[src/rtl/arb_pkg.sv]
// rtl/arb_pkg.sv - shared constants and helpers for the buffer write arbiter
package arb_pkg;

  localparam logic ST_IDLE  = 1'b0;
  localparam logic ST_OWNED = 1'b1;

  // Constant-evaluable ceil(log2(n)); callers only use n >= 2.
  function automatic int clog2(input int n);
    int r;
    r = 0;
    for (int i = 0; i < 31; i++) begin
      if ((1 << i) < n) r = i + 1;
    end
    return r;
  endfunction

  // Wraps at n, not at the next power of two.
  function automatic int ptr_inc(input int p, input int n);
    return (p + 1 >= n) ? 0 : p + 1;
  endfunction

endpackage

[src/rtl/rr_pick.sv]
// rtl/rr_pick.sv - combinational round-robin pick starting at ptr
module rr_pick
  import arb_pkg::*;
#(
  parameter int Requesters = 4,
  localparam int IdxWidth  = clog2(Requesters)
) (
  input  logic [Requesters-1:0] req,
  input  logic [IdxWidth-1:0]   ptr,
  output logic [Requesters-1:0] grant,
  output logic [IdxWidth-1:0]   idx,
  output logic                  any_valid
);

  always_comb begin
    int k;
    k         = 0;
    grant     = '0;
    idx       = '0;
    any_valid = 1'b0;
    for (int i = 0; i < Requesters; i++) begin
      k = int'(ptr) + i;
      if (k >= Requesters) k = k - Requesters;
      if (!any_valid && req[k]) begin
        any_valid = 1'b1;
        grant[k]  = 1'b1;
        idx       = IdxWidth'(k);
      end
    end
  end

endmodule

[src/rtl/buffer_write_arbiter.sv]
// rtl/buffer_write_arbiter.sv - round-robin write arbiter with burst lock for a shared holding register
module buffer_write_arbiter
  import arb_pkg::*;
#(
  parameter int Width      = 8,
  parameter int Requesters = 4,
  localparam int IdxWidth  = clog2(Requesters)
) (
  input  logic                        clk,
  input  logic                        rst,
  input  logic [Requesters-1:0]       req,
  input  logic [Requesters-1:0]       lock,
  input  logic [Requesters*Width-1:0] data,
  output logic [Requesters-1:0]       ack,
  output logic                        buf_ce,
  output logic [Width-1:0]            buf_d,
  output logic [IdxWidth-1:0]         owner_idx,
  output logic                        busy
);

  logic                  state, state_nxt;
  logic [IdxWidth-1:0]   ptr, ptr_nxt;
  logic [Requesters-1:0] pick_grant;
  logic [IdxWidth-1:0]   pick_idx;
  logic                  pick_any;
  logic [Requesters-1:0] ack_c;
  logic                  accept;
  logic [IdxWidth-1:0]   win_idx;

  rr_pick #(.Requesters(Requesters)) u_pick (
    .req       (req),
    .ptr       (ptr),
    .grant     (pick_grant),
    .idx       (pick_idx),
    .any_valid (pick_any)
  );

  always_ff @(posedge clk or posedge rst) begin
    if (rst) begin
      state <= ST_IDLE;
      ptr   <= '0;
    end else begin
      state <= state_nxt;
      ptr   <= ptr_nxt;
    end
  end

  // Pointer advances past the winner only once the register is released.
  always_comb begin
    state_nxt = state;
    ptr_nxt   = ptr;
    case (state)
      ST_IDLE: begin
        if (pick_any) begin
          if (lock[pick_idx]) state_nxt = ST_OWNED;
          else ptr_nxt = IdxWidth'(ptr_inc(int'(pick_idx), Requesters));
        end
      end
      default: begin
        if (!lock[owner_idx]) begin
          state_nxt = ST_IDLE;
          ptr_nxt   = IdxWidth'(ptr_inc(int'(owner_idx), Requesters));
        end
      end
    endcase
  end

  // While owned, owner_idx names the holder since only it can be accepted.
  always_comb begin
    ack_c   = '0;
    accept  = 1'b0;
    win_idx = pick_idx;
    if (state == ST_OWNED) begin
      win_idx           = owner_idx;
      accept            = req[owner_idx];
      ack_c[owner_idx]  = req[owner_idx];
    end else begin
      accept = pick_any;
      ack_c  = pick_grant;
    end
  end

  assign ack  = rst ? '0 : ack_c;
  assign busy = (state == ST_OWNED);

  always_ff @(posedge clk or posedge rst) begin
    if (rst) begin
      buf_ce    <= 1'b0;
      buf_d     <= '0;
      owner_idx <= '0;
    end else begin
      buf_ce <= accept;
      if (accept) begin
        buf_d     <= data[win_idx*Width +: Width];
        owner_idx <= win_idx;
      end
    end
  end

endmodule

[config.mk]
export PLATFORM = sky130hd
export DESIGN_NAME = buffer_write_arbiter
export DESIGN_NICKNAME = d
export VERILOG_FILES = /design/src/rtl/arb_pkg.sv /design/src/rtl/rr_pick.sv /design/src/rtl/buffer_write_arbiter.sv
export SDC_FILE = /design/constraint.sdc
export NUM_CORES = 1
export LEC_CHECK = 0
export CORE_MARGIN = 4
export CORE_UTILIZATION = 30
export DETAILED_ROUTE_END_ITERATION = 7
export HOLD_SLACK_MARGIN = 0.02
export PLACE_DENSITY_LB_ADDON = 0.08
export SETUP_SLACK_MARGIN = 0.2
export SLEW_MARGIN = 20
export SYNTH_ARGS = -nofsm -noshare
export SYNTH_HDL_FRONTEND = slang
export SYNTH_SLANG_ARGS = --single-unit
[constraint.sdc]
create_clock -name clk -period 9.4 [get_ports clk]
set_clock_uncertainty 0.1 [all_clocks]
set_input_delay 1.41 -clock clk [delete_from_list [all_inputs] [get_ports clk]]
set_output_delay 1.41 -clock clk [all_outputs]
set_load 0.02 [all_outputs]
==> impl_metrics.py <==
metrics = {
    "outcome": {
        "outcome": "complete, no violations",
    },
    "routing": {
        "drc": 0,
        "wl_um": 4480,
        "via_per_inst": 5.05,
        "vias": 1544,
        "dr.pass1.iters": 4,
        "drtAntennaViolNets": 0,
        "drt_iter0_markers": 88,
        "wl_per_cell_um": 14.7,
    },
    "critical_path": {
        "worstPathArrival_ns": 4.15,
        "max_stage_delay_ns": 0.65,
        "r2r-start": "ptr[0]$_DFFE_PP0P_",
        "r2r_slack_ns": 5.32,
        "critPathCaptureType": "output port",
        "slowest_stage": "mux4_2",
        "crit_type": "in2out",
        "cp_data_required_time_ns": 7.89,
        "cp_max_fo": 13,
        "r2r_end": "ptr[0]$_DFFE_PP0P_",
        "crit_chain": "clkdlybuf4s50_1, mux4_2, nand2_1, a21boi_0, o22ai_1, a2111oi_0, nor3_1, clkdlybuf4s50_1",
        "worst_setup_path_start_kind": "primary input",
        "timing.critical_path.mode_cell": "clkdlybuf4s50_1",
        "reg2reg_depth": 8,
    },
    "cts": {
        "hold_buffers": 0,
        "postCtsResizedCells": 0,
        "clkSinkCount": 14,
        "clkTransAtPathRegs_ns": 0.06,
        "cts_tree": "built",
        "ctsLongestPathBuffers": 2,
        "post-cts-setup-buffers": 0,
        "clk_latency_ns": 0.24,
        "root_buffer": "clkbuf_8",
        "htree_levels": 1,
        "cts_made_buffers": 3,
    },
    "yosys": {
        "yosysWarningCount": 0,
        "yosys_most_used_dff": "dfrtp_1",
        "synth_common_cells": "mux2i_1, nand2_1, dfrtp_1",
        "synth_nets": 235,
        "avgSynthCellArea_um2": 8.87,
        "yosys.area.top_type": "dfrtp_1",
        "yosysMostFrequentCell": "mux2i_1",
        "synth-seq-area-share_pct": 21.5,
        "yosys-top-cells-area": "dfrtp_1, mux2i_1, ha_1, mux2_2, nand2_1",
        "synth_seq_cells": 14,
        "async_flop_share_pct": 100,
        "netlist_instances": 184,
        "synth.distinct_cells": 44,
        "synth_area_mm2": 0.00163,
        "synth_edf_count": 0,
        "yosysTopAreaCellShare_pct": 21.5,
    },
    "cells_and_area": {
        "drive_gt1_share_pct": 10.6,
        "antenna_cells": 0,
        "finalNonFillerCells": 306,
        "area_growth_pct": 40.0,
        "design_area_mm2": 0.00228,
        "num-nets-final": 288,
    },
    "timing": {
        "slew_viol_final": 0,
        "max_slew_margin_pct": 52.5,
        "fin_crit_ns": 5.66,
        "tightest_slew_ns": 0.699,
        "min_period_over_period_pct": 60.3,
        "fmax_mhz": 177,
        "setup_viol": 0,
        "hold_viol_final": 0,
        "rsz0062_at_grt": "false",
        "fin_setup_tns_ns": 0,
    },
    "power_and_ir_drop": {
        "swShare_pct": 46.9,
        "p_leak_nw": 0.938,
        "seqPwrFrac_pct": 17.4,
        "clkPwrFrac_pct": 7.2,
        "p_comb_share_pct": 75.3,
        "power.switching_mw": 0.376,
        "powerDensity_mw_per_mm2": 351,
        "power_mw": 0.802,
        "ir_drop_uv": 204,
        "internal_power_mw": 0.426,
    },
    "place": {
        "gp_congestion": 0.813,
        "dpl.hpwl_um": 3480,
        "io_buffers": 57,
        "numPlacedInstances": 302,
        "placed_area_mm2": 0.00223,
    },
    "floorplan": {
        "start_util_pct": 31.3,
        "io_pins": 58,
        "core_mm2": 0.00520,
        "dieArea_mm2": 0.00668,
        "die_x_um": 81.7,
        "die_h_um": 81.7,
        "rows": 26,
    },
    "min_path": {
        "min_path_type": "reg2reg",
        "hold_depth": 2,
        "min_to": "buf_d[6]$_DFFE_PP0P_",
        "worstHoldStart": "buf_d[6]$_DFFE_PP0P_",
    },
    "global_route": {
        "grt_pass1_vias": 1444,
        "grt_use_total_pct": 13.6,
        "grt_max_degree": 20,
        "gr-total-overflow": 0,
        "antenna_found_initial": 0,
        "grt_pass1_wl_um": 7160,
    },
    "flow_run": {
        "maxCapViolations": 0,
    },
}
==> how the worst max path moves through the flow <==
stage	slack, ns	to	start
2_1_floorplan	4.87	ack[0]	req[2]
3_3_place_gp	3.76	ack[0]	req[1]
3_5_place_dp	3.75	ack[2]	req[1]
4_1_cts	3.75	ack[2]	req[1]
5_1_grt	3.48	ack[0]	req[1]
6_report	3.74	ack[2]	req[1]
==> stage by stage <==
stage	hold slack [ns]	utilization, %	setup WS [ns]
final	0.381	43.9	3.74
after global routing	0.428	43.9	3.48
after CTS	0.389	43.9	3.75
after detailed placement	0.374	42.8	3.75
after global placement	0.369	42.8	3.76
after floorplan	0.498	-	4.87
==> critical path: cells and delay by family <==
| family | cells | cell delay [ns] |
|---|---|---|
| buf+inv | 2 | 1.18 |
| compound gates | 3 | 0.68 |
| mux | 1 | 0.65 |
| simple gates | 2 | 0.22 |
==> cell families after synthesis <==
logic type	count (synthesis)	share of synthesized area, %
AO/OA/AOI/OAI	50	21.6
AND/OR/NAND/NOR	47	13.7
multiplexers	41	28.9
buffers and inverters	23	7.44
flip-flops	14	21.5
adder cells (fa/ha/maj)	9	6.90
==> flip-flops by register name (all words and copies together) (netlist names) <==
signal     flops
ptr            2
buf_d          8
owner_idx      2
busy           1
buf_ce         1
==> metal layers <==
metal | vias to the layer above | routed length (µm) | share of wire [%] | track usage (%)
met5 | - | 0 | 0 | 0
met4 | 0 | 13 | 0.29 | 0.997
met3 | 2 | 211 | 4.7 | 2.63
met2 | 38 | 2050 | 46 | 20.3
met1 | 716 | 2210 | 49 | 20.9
li1 | 788 | - | - | -
==> power groups by stage <==
stage / clock, mW / sequential [mW] / combinational, mW
finish: 0.0581 / 0.140 / 0.604
global placement: 0 / 0.142 / 0.613
floorplan: 0 / 0.151 / 0.449
detailed placement: 0 / 0.141 / 0.610
CTS: 0.0608 / 0.141 / 0.613
global route: 0.0632 / 0.148 / 0.667
==> cells in the final DEF, fill, tap and decap left out, drive strengths merged, types with 2 or more instances in the layout <==
cell type      count
a2111oi            5
a211o              2
a21boi             4
a21oi             12
buf                2
clkbuf             4
clkdlybuf4s50     57
dfrtp             14
ha                 9
inv               12
mux2              13
mux2i             25
mux4               3
nand2             22
nand2b             3
nand3b             2
nor2               7
nor3               6
nor3b              2
o21ai             11
o22ai              5
==> cell type report <==
type                       instances  area, µm²
clock buffer                       4       55.1
multi-input combinational        147       1160
timing repair buffer              59        586
tap                               70       87.6
fill                             544       2920
sequential                        14        350
inverter                          12       45.0
Note: power is estimated with default switching activity, not from simulation.
